## src/rtl/calc_pkg.sv

```systemverilog
// ---------------------------------------------------------------------------
// calc_pkg: shared op/state encodings for calc_seq.  rev 1.0
// ---------------------------------------------------------------------------
`default_nettype none

package calc_pkg;

  localparam logic [1:0] OP_ADD = 2'b00;
  localparam logic [1:0] OP_SUB = 2'b01;
  localparam logic [1:0] OP_MUL = 2'b10;
  localparam logic [1:0] OP_RSV = 2'b11;

  typedef logic [1:0] state_t;

  localparam state_t ST_IDLE = 2'd0;
  localparam state_t ST_EXEC = 2'd1;
  localparam state_t ST_MUL  = 2'd2;
  localparam state_t ST_DONE = 2'd3;

  localparam int         MUL_ITERS = 6;
  localparam logic [2:0] MUL_LAST  = 3'(MUL_ITERS - 1);

endpackage

`default_nettype wire

```

## src/rtl/sixbitadd.sv

```systemverilog
// ---------------------------------------------------------------------------
// sixbitadd: 6-bit adder with carry-in, carry-out and signed overflow.  rev 1.0
// ---------------------------------------------------------------------------
`default_nettype none

module sixbitadd (
  input  logic [5:0] a,
  input  logic [5:0] b,
  input  logic       cin,
  output logic [5:0] sum,
  output logic       cout,
  output logic       ovf
);

  logic [6:0] total;

  assign total = {1'b0, a} + {1'b0, b} + {6'd0, cin};
  assign sum   = total[5:0];
  assign cout  = total[6];
  // Same-sign operands producing an opposite-sign sum: carry into MSB differs from carry out.
  assign ovf   = (a[5] == b[5]) && (sum[5] != a[5]);

endmodule

`default_nettype wire

```

## src/rtl/calc_seq.sv

```systemverilog
// ---------------------------------------------------------------------------
// calc_seq: sequential ADD/SUB/shift-add MUL unit around one shared adder.  rev 1.0
// ---------------------------------------------------------------------------
`default_nettype none

module calc_seq
  import calc_pkg::*;
#(
  parameter int W = 6
) (
  input  logic         clk,
  input  logic         rst_n,
  input  logic         start,
  input  logic [1:0]   op,
  input  logic [W-1:0] a,
  input  logic [W-1:0] b,
  output logic         busy,
  output logic         done,
  output logic [W-1:0] result,
  output logic         overflow,
  output logic         err
);

  state_t       state;
  logic [1:0]   op_q;
  logic [W-1:0] a_q;
  logic [W-1:0] b_q;
  logic [W-1:0] acc;
  logic [W-1:0] mcand;
  logic [W-1:0] mplier;
  logic [2:0]   cnt;
  logic         ovf;

  logic [W-1:0] add_a;
  logic [W-1:0] add_b;
  logic         add_cin;
  logic [W-1:0] add_sum;
  logic         add_cout;
  logic         add_ovf;

  logic [W-1:0] acc_next;
  logic         ovf_next;

  // The single adder serves EXEC (a +/- b) and each MUL step (acc + mcand).
  always_comb begin
    add_a   = '0;
    add_b   = '0;
    add_cin = 1'b0;
    if (state == ST_EXEC) begin
      add_a   = a_q;
      add_b   = (op_q == OP_SUB) ? ~b_q : b_q;
      add_cin = (op_q == OP_SUB);
    end else if (state == ST_MUL) begin
      add_a = acc;
      add_b = mcand;
    end
  end

  sixbitadd u_add (
    .a    (add_a),
    .b    (add_b),
    .cin  (add_cin),
    .sum  (add_sum),
    .cout (add_cout),
    .ovf  (add_ovf)
  );

  // A set mcand MSB about to be shifted out still matters if any multiplier bits remain.
  always_comb begin
    acc_next = mplier[0] ? add_sum : acc;
    ovf_next = ovf | (mplier[0] & add_cout) | (mcand[W-1] & (|mplier[W-1:1]));
  end

  always_ff @(posedge clk) begin
    if (!rst_n) begin
      state    <= ST_IDLE;
      op_q     <= OP_ADD;
      a_q      <= '0;
      b_q      <= '0;
      acc      <= '0;
      mcand    <= '0;
      mplier   <= '0;
      cnt      <= '0;
      ovf      <= 1'b0;
      result   <= '0;
      overflow <= 1'b0;
      err      <= 1'b0;
    end else begin
      case (state)
        ST_IDLE: begin
          if (start) begin
            op_q   <= op;
            a_q    <= a;
            b_q    <= b;
            acc    <= '0;
            mcand  <= a;
            mplier <= b;
            cnt    <= '0;
            ovf    <= 1'b0;
            state  <= (op == OP_MUL) ? ST_MUL : ST_EXEC;
          end
        end
        ST_EXEC: begin
          if (op_q == OP_RSV) begin
            result   <= '0;
            overflow <= 1'b0;
            err      <= 1'b1;
          end else begin
            result   <= add_sum;
            overflow <= add_ovf;
            err      <= 1'b0;
          end
          state <= ST_DONE;
        end
        ST_MUL: begin
          acc    <= acc_next;
          ovf    <= ovf_next;
          mcand  <= mcand << 1;
          mplier <= mplier >> 1;
          cnt    <= cnt + 3'd1;
          if (cnt == MUL_LAST) begin
            result   <= acc_next;
            overflow <= ovf_next;
            err      <= 1'b0;
            state    <= ST_DONE;
          end
        end
        ST_DONE: state <= ST_IDLE;
        default: state <= ST_IDLE;
      endcase
    end
  end

  assign busy = (state == ST_EXEC) || (state == ST_MUL);
  assign done = (state == ST_DONE);

endmodule

`default_nettype wire
```

## config.mk

```make
export PLATFORM = sky130hd
export DESIGN_NAME = calc_seq
export DESIGN_NICKNAME = d
export VERILOG_FILES = /design/src/rtl/calc_pkg.sv /design/src/rtl/sixbitadd.sv /design/src/rtl/calc_seq.sv
export SDC_FILE = /design/constraint.sdc
export NUM_CORES = 1
export LEC_CHECK = 0
export CELL_PAD_IN_SITES_DETAIL_PLACEMENT = 2
export CELL_PAD_IN_SITES_GLOBAL_PLACEMENT = 2
export CORE_AREA = 2 2 86 88
export CTS_BUF_LIST = sky130_fd_sc_hd__clkbuf_4 sky130_fd_sc_hd__clkbuf_8 sky130_fd_sc_hd__clkbuf_16
export CTS_CLUSTER_SIZE = 24
export DETAILED_ROUTE_END_ITERATION = 8
export DIE_AREA = 0 0 88 90
export HOLD_SLACK_MARGIN = 0.1
export PLACE_DENSITY_LB_ADDON = 0.1
export REMOVE_ABC_BUFFERS = 1
export SLEW_MARGIN = 5
export SYNTH_ARGS = -nofsm -noshare
export SYNTH_HDL_FRONTEND = slang
export SYNTH_HIERARCHICAL = 1
export SYNTH_SLANG_ARGS = --single-unit
```

## constraint.sdc

```tcl
create_clock -name clk -period 9.1 [get_ports clk]
set_clock_uncertainty 0.05 [all_clocks]
set_input_delay 1.82 -clock clk [delete_from_list [all_inputs] [get_ports clk]]
set_output_delay 1.82 -clock clk [all_outputs]
set_load 0.02 [all_outputs]
```

# After elaboration in Yosys (flattened, before gate mapping)
# Index checks and enable logic that the tools add are counted.
# Widths: inputs -> output; s select.
[classes]
n_reduce_logical = 10
n_lt_le_gt_ge = 0
muxes = 30
multipliers = 0
add_sub_neg = 3
n_bitwise = 5
n_eq_ne = 11
shifts = 0
div = 0
[op_table]
columns = ["op", "count"]
rows = [
  ["$mux 6", 11],
  ["$pmux 6 s2", 4],
  ["$eq 2x2->1 const B", 4],
  ["$pmux 2 s4", 1],
  ["$reduce_and 2->1", 4],
  ["$add 6x6->7", 1],
  ["$add 7x1->7", 1],
  ["$mux 1", 6],
  ["$mux 2", 3],
  ["$not 6->6", 1],
  ["$pmux 1 s2", 3],
  ["$pmux 3 s2", 1],
  ["$reduce_or 5->1", 1],
  ["$eq 2x1->1 const B", 2],
  ["$ne 2x2->1 const B", 2],
  ["$reduce_bool 2->1", 2],
  ["$add 3x1->3 const B", 1],
  ["$eq 3x3->1 const B", 1],
  ["$mux 3", 1],
  ["$and 1x1->1", 2],
  ["$logic_not 2->1", 1],
  ["$or 1x1->1", 2],
  ["$eq 1x1->1", 1],
  ["$logic_and 1x1->1", 1],
  ["2 further kinds", 2],
]
[totals]
latchBits = 0
reg_bits = 46
elab_cells = 71
ram_bits = 0
mem_bits_ro = 0
memories = 0
output_inout_bits = 10

# Logic depth before layout (Yosys ltp)
[logic_depth]
depth_word = 10
ltp_mapped = 17

# Modules after synthesis
# The synthesis kept the hierarchy.
[by_module_without_submodules]
columns = ["mod", "seq_area_each_um2", "n_inst", "cells_per_inst", "area_per_inst_um2"]
rows = [
  ["calc_seq", 920.9, 1, 271, 2199.6],
  ["sixbitadd", 0.0, 1, 32, 260.2],
]

# Worst setup path before layout
# Ideal clock, no wire load.
[synth_path]
kind = "register -> register"
startpoint = "register state[0]"
endpoint = "register overflow"
n_path_buf = 2
stages_incl_launch_ff = 18
period_less_slack_ps = 2957
path_slack_ps = 6143
setup_time_ps = 116
t_arrival_ps = 2790
path_cell_list = "dfxtp_1 inv_1 ha_1 buf_6 clkbuf_1 nand2_1 o21ai_0 fa_1 inv_1 fa_1 nor2b_1 o31a_1 o21ai_0 nand2b_1 a21o_1 nand2_1 o211ai_1 o211a_1"
[synth_between]
elab_chain_cells = 10
word_cells_on_any_way = 21
classes_between = "2 x add/sub; 5 x eq/ne; 8 x mux; 3 x bitwise; 3 x reduce/logical"
[synth_rtl]
columns = ["element", "line", "text"]
rows = [
  ["from (decl)", "calc_seq.sv:24", "state_t state;"],
  ["from (signal assigned)", "calc_seq.sv:100", "state <= (op == OP_MUL) ? ST_MUL : ST_EXEC;"],
  ["$eq 2x2->1", "calc_seq.sv:53", "end else if (state == ST_MUL) begin"],
  ["$mux 6", "calc_seq.sv:53", ""],
  ["$mux 6 (*)", "calc_seq.sv:49", "if (state == ST_EXEC) begin"],
  ["named net add_a[0]", "calc_seq.sv:34", "logic [W-1:0] add_a;"],
  ["$add 6x6->7 (*)", "sixbitadd.sv:17", "assign total = {1'b0, a} + {1'b0, b} + {6'd0, cin};"],
  ["$add 7x1->7 (*)", "sixbitadd.sv:17", ""],
  ["named net add_cout", "calc_seq.sv:38", "logic add_cout;"],
  ["$and 1x1->1 (*)", "calc_seq.sv:71", "ovf_next = ovf | (mplier[0] & add_cout) | (mcand[W-1] & (|mplier[W-1:1]));"],
  ["$or 1x1->1 (*) (2 in series)", "calc_seq.sv:71", ""],
  ["$mux 1 (*)", "calc_seq.sv:121", "if (cnt == MUL_LAST) begin"],
  ["$pmux 1 s2 (*)", "calc_seq.sv:89", "case (state)"],
  ["to (signal assigned)", "calc_seq.sv:110", "overflow <= add_ovf;"],
  ["to (signal assigned)", "calc_seq.sv:123", "overflow <= ovf_next;"],
  ["to (decl)", "calc_seq.sv:20", "output logic overflow,"],
]
# The timed path passes the listed nets; every way through them passes the cells marked *. The select of a mux whose other input is x is not followed.
# A chain may end at the register's enable or synchronous reset.

# Worst setup path after layout
[layout_path]
startpoint = "register state[0]"
endpoint = "output port busy"
[layout_between]
elab_chain_cells = 2
word_cells_on_any_way = 3
classes_between = "2 x eq/ne; 1 x reduce/logical"
[layout_rtl]
columns = ["element", "line", "text"]
rows = [
  ["$eq 2x1->1 or $eq 2x2->1 (tied branches)", "calc_seq.sv:134", "assign busy = (state == ST_EXEC) || (state == ST_MUL);"],
  ["$logic_or 1x1->1 (*)", "calc_seq.sv:134", ""],
  ["to (decl)", "calc_seq.sv:17", "output logic busy,"],
]
# Mark *: on every way between the ends. The rest lies on a longest branch, timed or not.

==> results.md <==
Synthesis:
- The mean instance size in the synthesized netlist is 8.118 µm².
- Of the total synthesized cell area, the portion taken by full adders, half adders and majority gates is 0.07731.
- Sorting the synthesized cells by area gives the leading types as sky130_fd_sc_hd__dfxtp_1, sky130_fd_sc_hd__nand2_1, sky130_fd_sc_hd__ha_1.
- The complex-gate fraction of the synthesized area is 0.2279.
- The count of state elements after synthesis is 46.
- The commonest cells after synthesis are sky130_fd_sc_hd__nand2_1, sky130_fd_sc_hd__dfxtp_1, sky130_fd_sc_hd__nor2_1, sky130_fd_sc_hd__a21oi_1, sky130_fd_sc_hd__o21ai_0.
- The largest total area in the synthesized netlist belongs to sky130_fd_sc_hd__dfxtp_1.
- The cell area after synthesis is ~0.0025 mm².
- Counting flops with an async set or reset pin after synthesis yields a share of 0.
- The number of distinct library cells after synthesis is 48.
- The dominant synthesized flop cell is sky130_fd_sc_hd__dfxtp_1.
- The XOR/XNOR share of the synthesized area is 0.03204.
- The most instantiated library cell after synthesis is sky130_fd_sc_hd__nand2_1.
- The synthesized design contains 0 enable-type register cells.
- The number of cells produced by synthesis is just over 300.
- The portion of netlist area occupied by mux cells is 0.03967.
- Of the total synthesized cell area, the portion taken by AND, OR, NAND and NOR gates is 0.2009.
- The share of synthesized area in the top cell type comes to 0.3744.
- Yosys printed 6 warnings.
- After synthesis, the largest family of logic cells by area is compound AO/OA/AOI/OAI gates.
- The sequential fraction of the synthesis area is 0.3744.

Final layout:
- The number of antenna diodes in the final layout is 0.
- The area growth from synthesis to layout is 17.14%.
- The fill cell total of the finished layout is slightly above 800.
- Of the cells placed in the final design, the portion with a size suffix greater than 1 is 0.06211.
- The final layout contains roughly 350 nets.
- The final instance area is 0.002882 mm².

GRT:
- The global-route usage over all layers is 0.1973.
- The initial antenna violation count is 0.
- The global-route wire length before repair is between 10000 and 15000 µm.
- The overflow left after global routing is 0.
- The largest net degree at the start of global routing is 38.
- The number of global-route vias before repair came to 2418.

STA:
- The tightest slew margin relative to the limit is 0.4424.
- Of the available clock period, the critical path in the final layout requires 0.3981.
- The count of endpoints failing setup in the final report is 0.
- Timing would allow up to 0.2761 GHz.
- Setup repair after global routing left no endpoint under its margin.
- The number of hold violations in the final report is 0.
- The number of pins exceeding their max-slew limit in the final report came to 0.
- The clock period minus final worst setup slack is approximately 3.6 ns.
- Adding up every negative setup slack in the final design gives 0 ns.
- At the pin with the least slew margin, the transition time is approximately 0.84 ns.

Clock network:
- The number of hold buffers added after cts is 0.
- The post-CTS setup buffer count is 0.
- The number of H-tree branching levels is 2.
- The clock sink count is 46.
- Counting the buffers created by CTS gives 5.
- The clock network latency to the later pin of the worst-skew pair is around 0.31 ns.
- The longest clock path from root to sink contains 2 buffers.
- After clock tree synthesis, the clock-pin slew on the worst setup and hold paths is roughly 0.090 ns.
- In this run, post-CTS repair resized a total of 0 instances.
- The tree is rooted in a sky130_fd_sc_hd__clkbuf_8.
- The CTS tree is done.

Power:
- Of the total power, the clock network draws 0.191.
- The standby leakage power is between 1 and 1.5 nW.
- Of the total power, registers draw 0.342.
- The share of total power dissipated in combinational logic is 0.468.
- The net switching fraction of the power is 0.4287.
- The peak ir drop on the vdd network is around 170 µV.
- The power density over the cells is slightly below 300 mW/mm².
- The internal portion of the total power is between 0.4 and 0.5 mW.
- The analysis attributes to net switching a power of around 0.36 mW.

Setup path:
- Along the worst path, the maximum fanout reaches 4.
- The startpoint-to-endpoint class of the critical path is reg -> out.
- The type of element capturing the critical path is a primary output.
- The critical path starts at state[0]$_SDFFE_PN0P_.
- The worst register-to-register path has a setup slack of about 5.6 ns.
- The endpoint of the most critical setup path is busy.
- The endpoint identified for the worst register-to-register timing path is overflow$_SDFFE_PN0P_.
- The kind of start point of the critical path is a register.
- For the worst setup path, the data arrival time is between 1.5 and 2 ns.
- The worst register-to-register path begins at state[1]$_SDFFE_PN0P_.
- The number of cells on the worst reg-to-reg path is 14.
- The required arrival time at the worst endpoint is just over 7 ns.

Floorplanning:
- The floorplan step defined a die boundary enclosing approximately 0.0079 mm².
- For this configuration, the core starts out at a cell density of 0.3504.
- The vertical extent of the die is roughly 90 µm.
- Measured along the x axis, the die boundary spans 88 µm.
- The area of the placeable core is approximately 0.007 mm².
- The initialized floorplan defines 31 standard-cell rows.
- The number of ports placed on the die boundary is 27.

Routing:
- In this run the remaining antenna-violating nets after routing total 0.
- For this block, the via count after detailed routing is approximately 2200.
- The detailed router finished its first iteration with 63 violations.
- The per-cell via count in the routed design is roughly 5.3.
- The total DRC errors in the routed layout is 0.
- The number of optimization iterations in the first detailed-route pass is 4.
- The average wire per cell in the routed design is 17.42 µm.
- The total wirelength of the detailed-routed design is between 7000 and 8000 µm.

Placement:
- The half-perimeter wire length after placement is between 5000 and 6000 µm.
- In this run the cell area measured after placement is around 0.0028 mm².
- The total of buffers placed on input and output ports is 26.
- The final estimated routing congestion in global placement is approximately 0.82.

Outcome:
- The run finished with clean final reports.

Hold path:
- The worst hold path belongs to the class reg -> reg.

Flow run:
- Max-cap violations in this run came to 0.
[how the worst min path moves through the flow]
stage                                   start                   to  slack, ns  cells after the start
after floorplan           a_q[0]$_SDFFE_PN0P_  a_q[0]$_SDFFE_PN0P_       0.39                      2
after global placement    a_q[0]$_SDFFE_PN0P_  a_q[0]$_SDFFE_PN0P_       0.40                      2
after detailed placement  a_q[0]$_SDFFE_PN0P_  a_q[0]$_SDFFE_PN0P_       0.40                      2
after CTS                 a_q[5]$_SDFFE_PN0P_  a_q[5]$_SDFFE_PN0P_       0.42                      2
after global routing      a_q[3]$_SDFFE_PN0P_  a_q[3]$_SDFFE_PN0P_       0.45                      2
final                     a_q[5]$_SDFFE_PN0P_  a_q[5]$_SDFFE_PN0P_       0.42                      2
[power by group through the flow]
stage / Combinational [mW] / Clock [mW] / Sequential (mW)
after detailed placement: 0.392 / 0 / 0.289
after global placement: 0.380 / 0 / 0.287
final: 0.388 / 0.158 / 0.284
after CTS: 0.396 / 0.163 / 0.285
after global routing: 0.435 / 0.173 / 0.291
after floorplan: 0.250 / 0 / 0.292
[worst max-delay path: stages, from the launching register on]
cell and delay (ns):
sky130_fd_sc_hd__dfxtp_1 0.39, sky130_fd_sc_hd__inv_1 0.11, sky130_fd_sc_hd__ha_1 0.33, sky130_fd_sc_hd__clkdlybuf4s50_1 0.61
[cells in the final DEF, fill, tap and decap left out, types with 4 or more instances in the layout]
cell                              netlist  final
sky130_fd_sc_hd__nand2_1               60     60
sky130_fd_sc_hd__clkbuf_8               0      5
sky130_fd_sc_hd__clkdlybuf4s50_1        0     26
sky130_fd_sc_hd__a211oi_1               5      5
sky130_fd_sc_hd__xnor2_1                4      4
sky130_fd_sc_hd__o21ai_0               21     21
sky130_fd_sc_hd__nor2_1                32     32
sky130_fd_sc_hd__a21oi_1               23     23
sky130_fd_sc_hd__mux2i_1                6      6
sky130_fd_sc_hd__a311oi_1               4      4
sky130_fd_sc_hd__xor2_1                 5      5
sky130_fd_sc_hd__inv_1                  7      7
sky130_fd_sc_hd__a22oi_1                9      9
sky130_fd_sc_hd__a221oi_1               5      5
sky130_fd_sc_hd__nand2b_1               7      7
sky130_fd_sc_hd__dfxtp_1               46     46
sky130_fd_sc_hd__nor2b_1                5      5
sky130_fd_sc_hd__ha_1                  12     12
[metal layers]
metal / part of all wire / GRT usage / wire, µm
met1: 0.47 / 0.2643 / 3456
met2: 0.49 / 0.3251 / 3572
met3: 0.025 / 0.03398 / 186
met4: 0.016 / 0.05000 / 118
met5: 0 / 0 / 0
[cell type report]
cell class | count | area [µm²] | share of cell area
clock buffer | 5 | 68.82 | 0.02388
clock inverter | 3 | 45.04 | 0.01563
inverter | 9 | 33.78 | 0.01172
multi-input combinational | 232 | 1421 | 0.4933
sequential | 46 | 920.9 | 0.3196
tap | 99 | 123.9 | 0.04299
timing repair buffer | 27 | 267.8 | 0.09292
[state kept, by name, summed over array words and instances, names as in the netlist, 3 cells and up]
register and count:
b_q 6, result 6, mplier 6, mcand 6
cnt 3, acc 6, a_q 6
[cell families after synthesis]
family / count (synthesis)
multiplexers: 9
XOR/XNOR: 9
flip-flops: 46
AO/OA/AOI/OAI: 85
AND/OR/NAND/NOR: 115
buffers and inverters: 25
adder cells (fa/ha/maj): 14
[stage by stage]
step | hold slack (ns) | power [mW] | util | std cells | setup WS (ns)
after global placement | 0.3950 | 0.6677 | 0.3942 | 413 | 5.593
after CTS | 0.4235 | 0.8435 | 0.4104 | 421 | 5.454
after global routing | 0.4478 | 0.8991 | 0.4104 | 421 | 5.243
after detailed placement | 0.4037 | 0.6809 | 0.3942 | 413 | 5.533
final | 0.4182 | 0.8304 | 0.4104 | 421 | 5.478
after floorplan | 0.3866 | 0.5422 | - | 287 | 5.968
(Power assumes the default switching activity.)
